<file path="src/rtl/demux1x8x1_collect_if.sv">
// rtl/demux1x8x1_collect_if.sv - Bus bundle for the 1-to-8 serial lane collector.
//
// Signals:
//   In, Sel, In_valid  : serial bit, destination lane and its valid (producer -> block)
//   In_ready           : block can take In/Sel this cycle
//   Out_0 .. Out_7     : registered lane values
//   Lane_mask          : lanes written since the last handoff
//   Out_valid          : all eight lanes written, word offered
//   Out_ready          : consumer takes the word
//   Overwrite          : one-cycle pulse after a write to an already-written lane
// Modports: master drives the producer/consumer side, slave is the collector.
interface demux1x8x1_collect_if;
    logic       In;
    logic [2:0] Sel;
    logic       In_valid;
    logic       In_ready;
    logic       Out_0;
    logic       Out_1;
    logic       Out_2;
    logic       Out_3;
    logic       Out_4;
    logic       Out_5;
    logic       Out_6;
    logic       Out_7;
    logic [7:0] Lane_mask;
    logic       Out_valid;
    logic       Out_ready;
    logic       Overwrite;

    modport master (
        output In, Sel, In_valid, Out_ready,
        input  In_ready, Out_0, Out_1, Out_2, Out_3, Out_4, Out_5, Out_6, Out_7,
        input  Lane_mask, Out_valid, Overwrite
    );

    modport slave (
        input  In, Sel, In_valid, Out_ready,
        output In_ready, Out_0, Out_1, Out_2, Out_3, Out_4, Out_5, Out_6, Out_7,
        output Lane_mask, Out_valid, Overwrite
    );
endinterface

</file>
<file path="src/rtl/demux1x8x1_collect.sv">
// rtl/demux1x8x1_collect.sv - Routes serial bits into eight lanes and offers the full word.
//
// Ports:
//   clk   : single clock, rising edge
//   rst_n : synchronous active-low reset
//   bus   : demux1x8x1_collect_if.slave (write side In/Sel/In_valid/In_ready,
//           word side Out_0..Out_7/Lane_mask/Out_valid/Out_ready, Overwrite pulse)
// Parameter:
//   CLEAR_ON_READ : 1 clears the lanes when the word is handed off, 0 keeps them
module demux1x8x1_collect #(
    parameter bit CLEAR_ON_READ = 1'b1
) (
    input  logic                      clk,
    input  logic                      rst_n,
    demux1x8x1_collect_if.slave       bus
);

    typedef enum logic [1:0] {
        IDLE    = 2'd0,
        COLLECT = 2'd1,
        FULL    = 2'd2
    } state_t;

    state_t     state;
    state_t     state_next;
    logic [7:0] lanes;
    logic [7:0] lanes_next;
    logic [7:0] mask;
    logic [7:0] mask_next;
    logic       out_valid;
    logic       overwrite;
    logic       overwrite_next;

    always_ff @(posedge clk) begin
        if (!rst_n) begin
            state     <= IDLE;
            lanes     <= 8'h00;
            mask      <= 8'h00;
            out_valid <= 1'b0;
            overwrite <= 1'b0;
        end else begin
            state     <= state_next;
            lanes     <= lanes_next;
            mask      <= mask_next;
            // Out_valid is a flop that mirrors "next state is FULL", so it
            // rises the cycle after the completing write and drops with handoff.
            out_valid <= (state_next == FULL);
            overwrite <= overwrite_next;
        end
    end

    always_comb begin
        state_next     = state;
        lanes_next     = lanes;
        mask_next      = mask;
        overwrite_next = 1'b0;
        case (state)
            IDLE, COLLECT: begin
                if (bus.In_valid) begin
                    lanes_next[bus.Sel] = bus.In;
                    mask_next[bus.Sel]  = 1'b1;
                    overwrite_next      = mask[bus.Sel];
                    state_next          = (mask_next == 8'hFF) ? FULL : COLLECT;
                end
            end
            FULL: begin
                // Writes are ignored here; only the consumer moves us on.
                if (bus.Out_ready) begin
                    state_next = IDLE;
                    mask_next  = 8'h00;
                    if (CLEAR_ON_READ) begin
                        lanes_next = 8'h00;
                    end
                end
            end
            default: begin
                state_next = IDLE;
            end
        endcase
    end

    // Ready is held low while reset is asserted so no producer sees a phantom accept.
    assign bus.In_ready  = rst_n && (state != FULL);
    assign bus.Out_0     = lanes[0];
    assign bus.Out_1     = lanes[1];
    assign bus.Out_2     = lanes[2];
    assign bus.Out_3     = lanes[3];
    assign bus.Out_4     = lanes[4];
    assign bus.Out_5     = lanes[5];
    assign bus.Out_6     = lanes[6];
    assign bus.Out_7     = lanes[7];
    assign bus.Lane_mask = mask;
    assign bus.Out_valid = out_valid;
    assign bus.Overwrite = overwrite;

endmodule

</file>
<file path="src/flat_wrapper.sv">
// flat-port wrapper written by rule: the top's interface ports become plain ports
module demux1x8x1_collect_flat 
#(
    parameter bit CLEAR_ON_READ = 1'b1
)
  (clk, rst_n, bus_In, bus_Sel, bus_In_valid, bus_Out_ready, bus_In_ready, bus_Out_0, bus_Out_1, bus_Out_2, bus_Out_3, bus_Out_4, bus_Out_5, bus_Out_6, bus_Out_7, bus_Lane_mask, bus_Out_valid, bus_Overwrite);
  demux1x8x1_collect_if bus_i ();
  input  logic clk;
  input  logic rst_n;
  input wire logic [$bits(bus_i.In)-1:0] bus_In;
  input wire logic [$bits(bus_i.Sel)-1:0] bus_Sel;
  input wire logic [$bits(bus_i.In_valid)-1:0] bus_In_valid;
  input wire logic [$bits(bus_i.Out_ready)-1:0] bus_Out_ready;
  output wire logic [$bits(bus_i.In_ready)-1:0] bus_In_ready;
  output wire logic [$bits(bus_i.Out_0)-1:0] bus_Out_0;
  output wire logic [$bits(bus_i.Out_1)-1:0] bus_Out_1;
  output wire logic [$bits(bus_i.Out_2)-1:0] bus_Out_2;
  output wire logic [$bits(bus_i.Out_3)-1:0] bus_Out_3;
  output wire logic [$bits(bus_i.Out_4)-1:0] bus_Out_4;
  output wire logic [$bits(bus_i.Out_5)-1:0] bus_Out_5;
  output wire logic [$bits(bus_i.Out_6)-1:0] bus_Out_6;
  output wire logic [$bits(bus_i.Out_7)-1:0] bus_Out_7;
  output wire logic [$bits(bus_i.Lane_mask)-1:0] bus_Lane_mask;
  output wire logic [$bits(bus_i.Out_valid)-1:0] bus_Out_valid;
  output wire logic [$bits(bus_i.Overwrite)-1:0] bus_Overwrite;
  assign bus_i.In = bus_In;
  assign bus_i.Sel = bus_Sel;
  assign bus_i.In_valid = bus_In_valid;
  assign bus_i.Out_ready = bus_Out_ready;
  assign bus_In_ready = bus_i.In_ready;
  assign bus_Out_0 = bus_i.Out_0;
  assign bus_Out_1 = bus_i.Out_1;
  assign bus_Out_2 = bus_i.Out_2;
  assign bus_Out_3 = bus_i.Out_3;
  assign bus_Out_4 = bus_i.Out_4;
  assign bus_Out_5 = bus_i.Out_5;
  assign bus_Out_6 = bus_i.Out_6;
  assign bus_Out_7 = bus_i.Out_7;
  assign bus_Lane_mask = bus_i.Lane_mask;
  assign bus_Out_valid = bus_i.Out_valid;
  assign bus_Overwrite = bus_i.Overwrite;
  demux1x8x1_collect #(.CLEAR_ON_READ(CLEAR_ON_READ)) u_core (.clk(clk), .rst_n(rst_n), .bus(bus_i));
endmodule
</file>
<file path="config.mk">
export PLATFORM = sky130hd
export DESIGN_NAME = demux1x8x1_collect_flat
export DESIGN_NICKNAME = d
export VERILOG_FILES = /design/src/rtl/demux1x8x1_collect_if.sv /design/src/rtl/demux1x8x1_collect.sv /design/src/flat_wrapper.sv
export SDC_FILE = /design/constraint.sdc
export NUM_CORES = 1
export LEC_CHECK = 0
export CAP_MARGIN = 5
export CORE_MARGIN = 1.5
export CORE_UTILIZATION = 37
export DETAILED_ROUTE_END_ITERATION = 16
export DONT_BUFFER_PORTS = 1
export GPL_ROUTABILITY_DRIVEN = 0
export PLACE_DENSITY = 0.63
export SLEW_MARGIN = 0
export SYNTH_ARGS = -nofsm -noshare
export SYNTH_HDL_FRONTEND = slang
export SYNTH_SLANG_ARGS = --single-unit
</file>
<file path="constraint.sdc">
create_clock -name clk -period 1.9 [get_ports clk]
set_input_delay 0.285 -clock clk [delete_from_list [all_inputs] [get_ports clk]]
set_output_delay 0.285 -clock clk [all_outputs]
set_load 0.01 [all_outputs]
</file>
# Word level (Yosys, flattened, before mapping)
# Cells that the tools add are included.
[word_totals]
regBits = 20
in_bits = 8
out_inout_bits = 19
wordCells = 36
[op_classes]
order_cmp = 2
n_eq_ne = 7
n_mux = 14
n_bitwise = 1
reduce_logical = 7
[ops]
columns = ["op", "count"]
rows = [
  ["8-bit case mux with 2 select lines", 2],
  ["8-bit two-way mux", 3],
  ["8-bit bitwise mux", 1],
  ["8-bit == test (second input constant)", 1],
  ["8-bit bitwise OR", 1],
  ["2-bit two-way mux", 3],
  ["2-bit inequality test (second input constant)", 3],
  ["3-bit AND reduction", 2],
  ["2-bit == test (second input constant)", 2],
  ["3-bit by 4-bit less-than comparator with 1-bit output (second input constant)", 1],
  ["2-bit case mux with 2 select lines", 1],
  ["1-bit binary-select mux with 3-bit select", 1],
  ["1-bit demux with 3-bit select", 1],
  ["3-bit by 1-bit >= comparator with 1-bit output (second input constant)", 1],
  ["2-bit by 1-bit == test with 1-bit output (second input constant)", 1],
  ["1-bit logical AND", 2],
  ["2-bit zero test", 1],
  ["1-bit two-way mux", 2],
  ["2-bit nonzero test", 1],
  ["2-bit OR reduction", 1],
]

# Logic depth before layout (Yosys ltp)
[depth]
depth_word = 10
mapped_depth = 5
depth_no_buf = 4

# Worst setup path after synthesis
# Ideal clock, no wire load.
[synth_path]
path_type = "input port to flip-flop"
start = "in bus_Sel[1]"
end = "reg u_core.out_valid, in the netlist u_core.bus.Out_valid"
setup_ps = 92
t_arrival_ps = 1334
required_ps = 1808
slack_ps = 474
path_stages = 5
cell_sequence = "buf_4 -> nor4b_2 -> a311oi_1 -> or4_1 -> o32ai_1"
[synth_via]
elab_chain_cells = 10
word_cells_on_any_way = 11
classes_between = "order compare: 2; eq/ne: 2; mux: 5; bitwise: 1; reduce/logical: 1"
[synth_rtl]
columns = ["element", "line_no", "text"]
rows = [
  ["start, declared", "flat_wrapper.sv:11", "input wire logic [$bits(bus_i.Sel)-1:0] bus_Sel;"],
  ["3-bit by 4-bit less-than comparator with 1-bit output (not written as such) or 3-bit by 1-bit >= comparator with 1-bit output (tied branches)", "demux1x8x1_collect.sv:61", "mask_next[bus.Sel] = 1'b1;"],
  ["1-bit logical AND (not written as such)", "demux1x8x1_collect.sv:61", ""],
  ["1-bit two-way mux (not written as such)", "demux1x8x1_collect.sv:61", ""],
  ["1-bit demux with 3-bit select *", "-", ""],
  ["8-bit bitwise OR (no source line) *", "-", ""],
  ["8-bit == test *", "demux1x8x1_collect.sv:63", "state_next = (mask_next == 8'hFF) ? FULL : COLLECT;"],
  ["2-bit two-way mux *", "demux1x8x1_collect.sv:63", ""],
  ["2-bit two-way mux *", "demux1x8x1_collect.sv:59", "if (bus.In_valid) begin"],
  ["2-bit case mux with 2 select lines *", "demux1x8x1_collect.sv:57", "case (state)"],
  ["2-bit == test *", "demux1x8x1_collect.sv:47", "out_valid <= (state_next == FULL);"],
  ["end signal, assigned", "demux1x8x1_collect.sv:47", ""],
  ["end, declared", "demux1x8x1_collect.sv:30", "logic out_valid;"],
]
# Mark *: on every way between the ends. The rest lies on a longest branch, timed or not.
# A chain may end at the register's enable or synchronous reset.

# Final worst setup path
[layout_path]
start = "reg u_core.mask[6], in the netlist u_core.bus.Lane_mask[6]"
end = "reg u_core.state[1]"
[layout_via]
elab_chain_cells = 5
[layout_rtl]
columns = ["element", "line_no", "text"]
rows = [
  ["start, declared", "demux1x8x1_collect.sv:28", "logic [7:0] mask;"],
  ["start signal, assigned", "demux1x8x1_collect.sv:44", "mask <= mask_next;"],
  ["8-bit bitwise OR (no source line)", "-", ""],
  ["8-bit == test", "demux1x8x1_collect.sv:63", ""],
  ["2-bit two-way mux", "demux1x8x1_collect.sv:63", ""],
  ["2-bit two-way mux", "demux1x8x1_collect.sv:59", ""],
  ["2-bit case mux with 2 select lines", "demux1x8x1_collect.sv:57", ""],
  ["end signal, assigned", "demux1x8x1_collect.sv:42", "state <= state_next;"],
  ["end, declared", "demux1x8x1_collect.sv:24", "state_t state;"],
]
# No other way between the ends.

==> results_dict.tcl <==
set metrics [dict create \
    status "finished clean" \
    yosysUniqueCellTypes 39 \
    end_kind "register" \
    skew_ns 0.00525 \
    grt_pass1_vias 803 \
    pin_count 27 \
    cts_setup_buffers 0 \
    critical_path_class "reg2reg" \
    yosys-top-cells-count "20 x dfxtp_1, 13 x a21oi_1, 12 x nor2_1" \
    cp_top_family "simple AND/OR/NAND/NOR gates" \
    worstPathRequired_ns 2.12 \
    ys_top_cells_by_area "dfxtp_1 41%, a21oi_1 6.7%, nor2_1 4.7%, nand3_1 3.1%, o21ai_0 3.1%" \
    setup_tns_ns 0 \
    synthArstFlopShare 0 \
    clk_pin_slew_ns 0.11 \
    dp_hpwl_mm 1.65 \
    ir_worst_vdd_v 0.000482 \
    area_delta_synth_final_pct 4.13 \
    synth_top_area_share 0.413 \
    cp-start-kind "register" \
    p_int_uw 530 \
    pwr-share-comb 0.087 \
    ant_nets 0 \
    wl_per_cell_microns 16.5 \
    drc 0 \
    initial_utilization 0.391 \
    fill_cells 262 \
    syn_area_sq_um 968 \
    ys_seq_elements 20 \
    io_buffers 0 \
    die_h_microns 54.2 \
    slew_viol_final 0 \
    rsz0062_at_grt "no" \
    cts_tree "yes" \
    die_w_microns 54.2 \
    syn_nets 117 \
    grt_pass1_wl_mm 3.84 \
    drt_iter0_markers 27 \
    antenna_cells 0 \
    clock_power_share 0.284 \
    cts-resized-gates 0 \
    viasPerCell 6.24 \
    yosys_warnings 0 \
    ys_seq_area_frac 0.413 \
    crit_fanout 5 \
    p_sw_frac 0.249 \
    final_cells 138 \
    finalCritPeriodShare 0.811 \
    slowest_stage "or4_1" \
    dp.cells 135 \
    hp-class "in2reg" \
    root_buffer "clkbuf_4" \
    drive_gt1_frac 0.111 \
    insertion_delay_ns 0.31 \
    slew_headroom 0.679 \
    cts_sinks 20 \
    max_stage_delay_ns 0.55 \
    postSynthAreaPerCell_sq_um 8.88 \
    antenna_found_initial 0 \
    die_area_sq_um 2930 \
    critical_path_arrival_ns 1.76 \
    grt_max_degree 17 \
    fp-row-count 18 \
    final_area_sq_um 1010 \
    placed_cell_area_sq_um 986 \
    core_sq_um 2480 \
    clk_path_buf_depth 2 \
    max_cap_violations 0 \
    synth-main-ff-cell "dfxtp_1" \
    setup_viol_count_final 0 \
    dr.pass1.iters 4 \
    tightest_slew_ns 0.478 \
    grt_overflow 0 \
    finalCriticalPeriod_ns 1.54 \
    power.density_nw_per_um2 699 \
    path_buf_inv 0 \
    cts_hold_buf 0 \
    worstPathCellList "nor4b_2, a311oi_1, or4_1, o32ai_1" \
    synth_most_common_cell "dfxtp_1" \
    synth-edff-count 0 \
    numCtsBuffers 3 \
    synth_top_area_cell "dfxtp_1" \
    syn_inst 109 \
    htreeDepth 1 \
    num-nets-final 118 \
    drt-total-wl_mm 2.28 \
    max_freq_mhz 649 \
    grtUsageTotal 0.185 \
    power_switching_uw 175 \
    power_leakage_uw 0.000334 \
    seqPwrFrac 0.629 \
    hold_viol_final 0 \
    num_vias 861 \
]
[path summary, 6_finish.rpt]
kind	from	endpoint	slack, ns	cells after the start
worst min register to register	u_core.state[1]	u_core.state[0]	0.50	1
worst min-delay path	bus_In_valid	u_core.state[0]	0.07	1
worst max register to register	u_core.bus.Lane_mask[6]	u_core.state[1]	0.36	4
worst max-delay path	u_core.bus.Lane_mask[6]	u_core.state[1]	0.36	4
[routing by layer]
layer,up-vias,part of all wire,GRT usage
met2,34,0.45,0.263
li1,412,-,-
met3,7,0.098,0.0944
met4,0,0.019,0.0583
met1,408,0.43,0.241
met5,-,0,0
[stage by stage]
step	total power (uW)	util	hold WS, ns	setup WS, ns
2_1_floorplan	511	-	0.384	0.474
3_3_place_gp	513	0.398	0.386	0.417
3_5_place_dp	514	0.398	0.393	0.384
4_1_cts	713	0.407	0.0591	0.355
5_1_grt	737	0.407	0.0513	0.210
6_report	705	0.407	0.0679	0.360
[logic make-up (layout without fill, tap and decap cells)]
logic type / after synthesis / in the layout / synth area share
buffers and inverters: 7 / 6 / 0.0362
multiplexers: 4 / 4 / 0.0439
AND/OR/NAND/NOR: 40 / 40 / 0.243
flip-flops: 20 / 20 / 0.413
AO/OA/AOI/OAI: 38 / 38 / 0.264
[layout make-up]
cell class | instances | area (sq um) | area share
multi-input combinational | 82 | 533 | 0.529
sequential | 20 | 400 | 0.397
tap | 30 | 37.5 | 0.0372
clock buffer | 3 | 22.5 | 0.0223
timing repair buffer | 1 | 7.51 | 0.00744
inverter | 2 | 7.51 | 0.00744
[cell usage in the layout (no fill, tap or decap), drive strengths merged, types with 2 or more instances in the layout]
master,instances
a21oi,13
nand4,2
nor2,12
and2,4
and2b,2
nand2,2
mux2,2
a21o,2
o32ai,2
a311oi,3
clkbuf,3
nand2b,3
dfxtp,20
a22oi,3
nand3,6
mux2i,2
o31ai,2
a32oi,2
o21ai,6
[registers in the layout, summed over array words and instances, names as in the netlist]
signal and flops:
u_core.bus.Lane_mask 8, u_core.lanes 8, u_core.state 2, u_core.bus.Out_valid 1, u_core.bus.Overwrite 1
[power groups by stage]
stage / registers, uW / logic [uW] / clock network, uW
after floorplan: 450 / 61.3 / 0
after detailed placement: 453 / 60.6 / 0
after CTS: 443 / 60.9 / 209
final: 443 / 61.4 / 200
after global placement: 453 / 60.4 / 0
after global routing: 445 / 69.2 / 222
(Power assumes the default switching activity.)
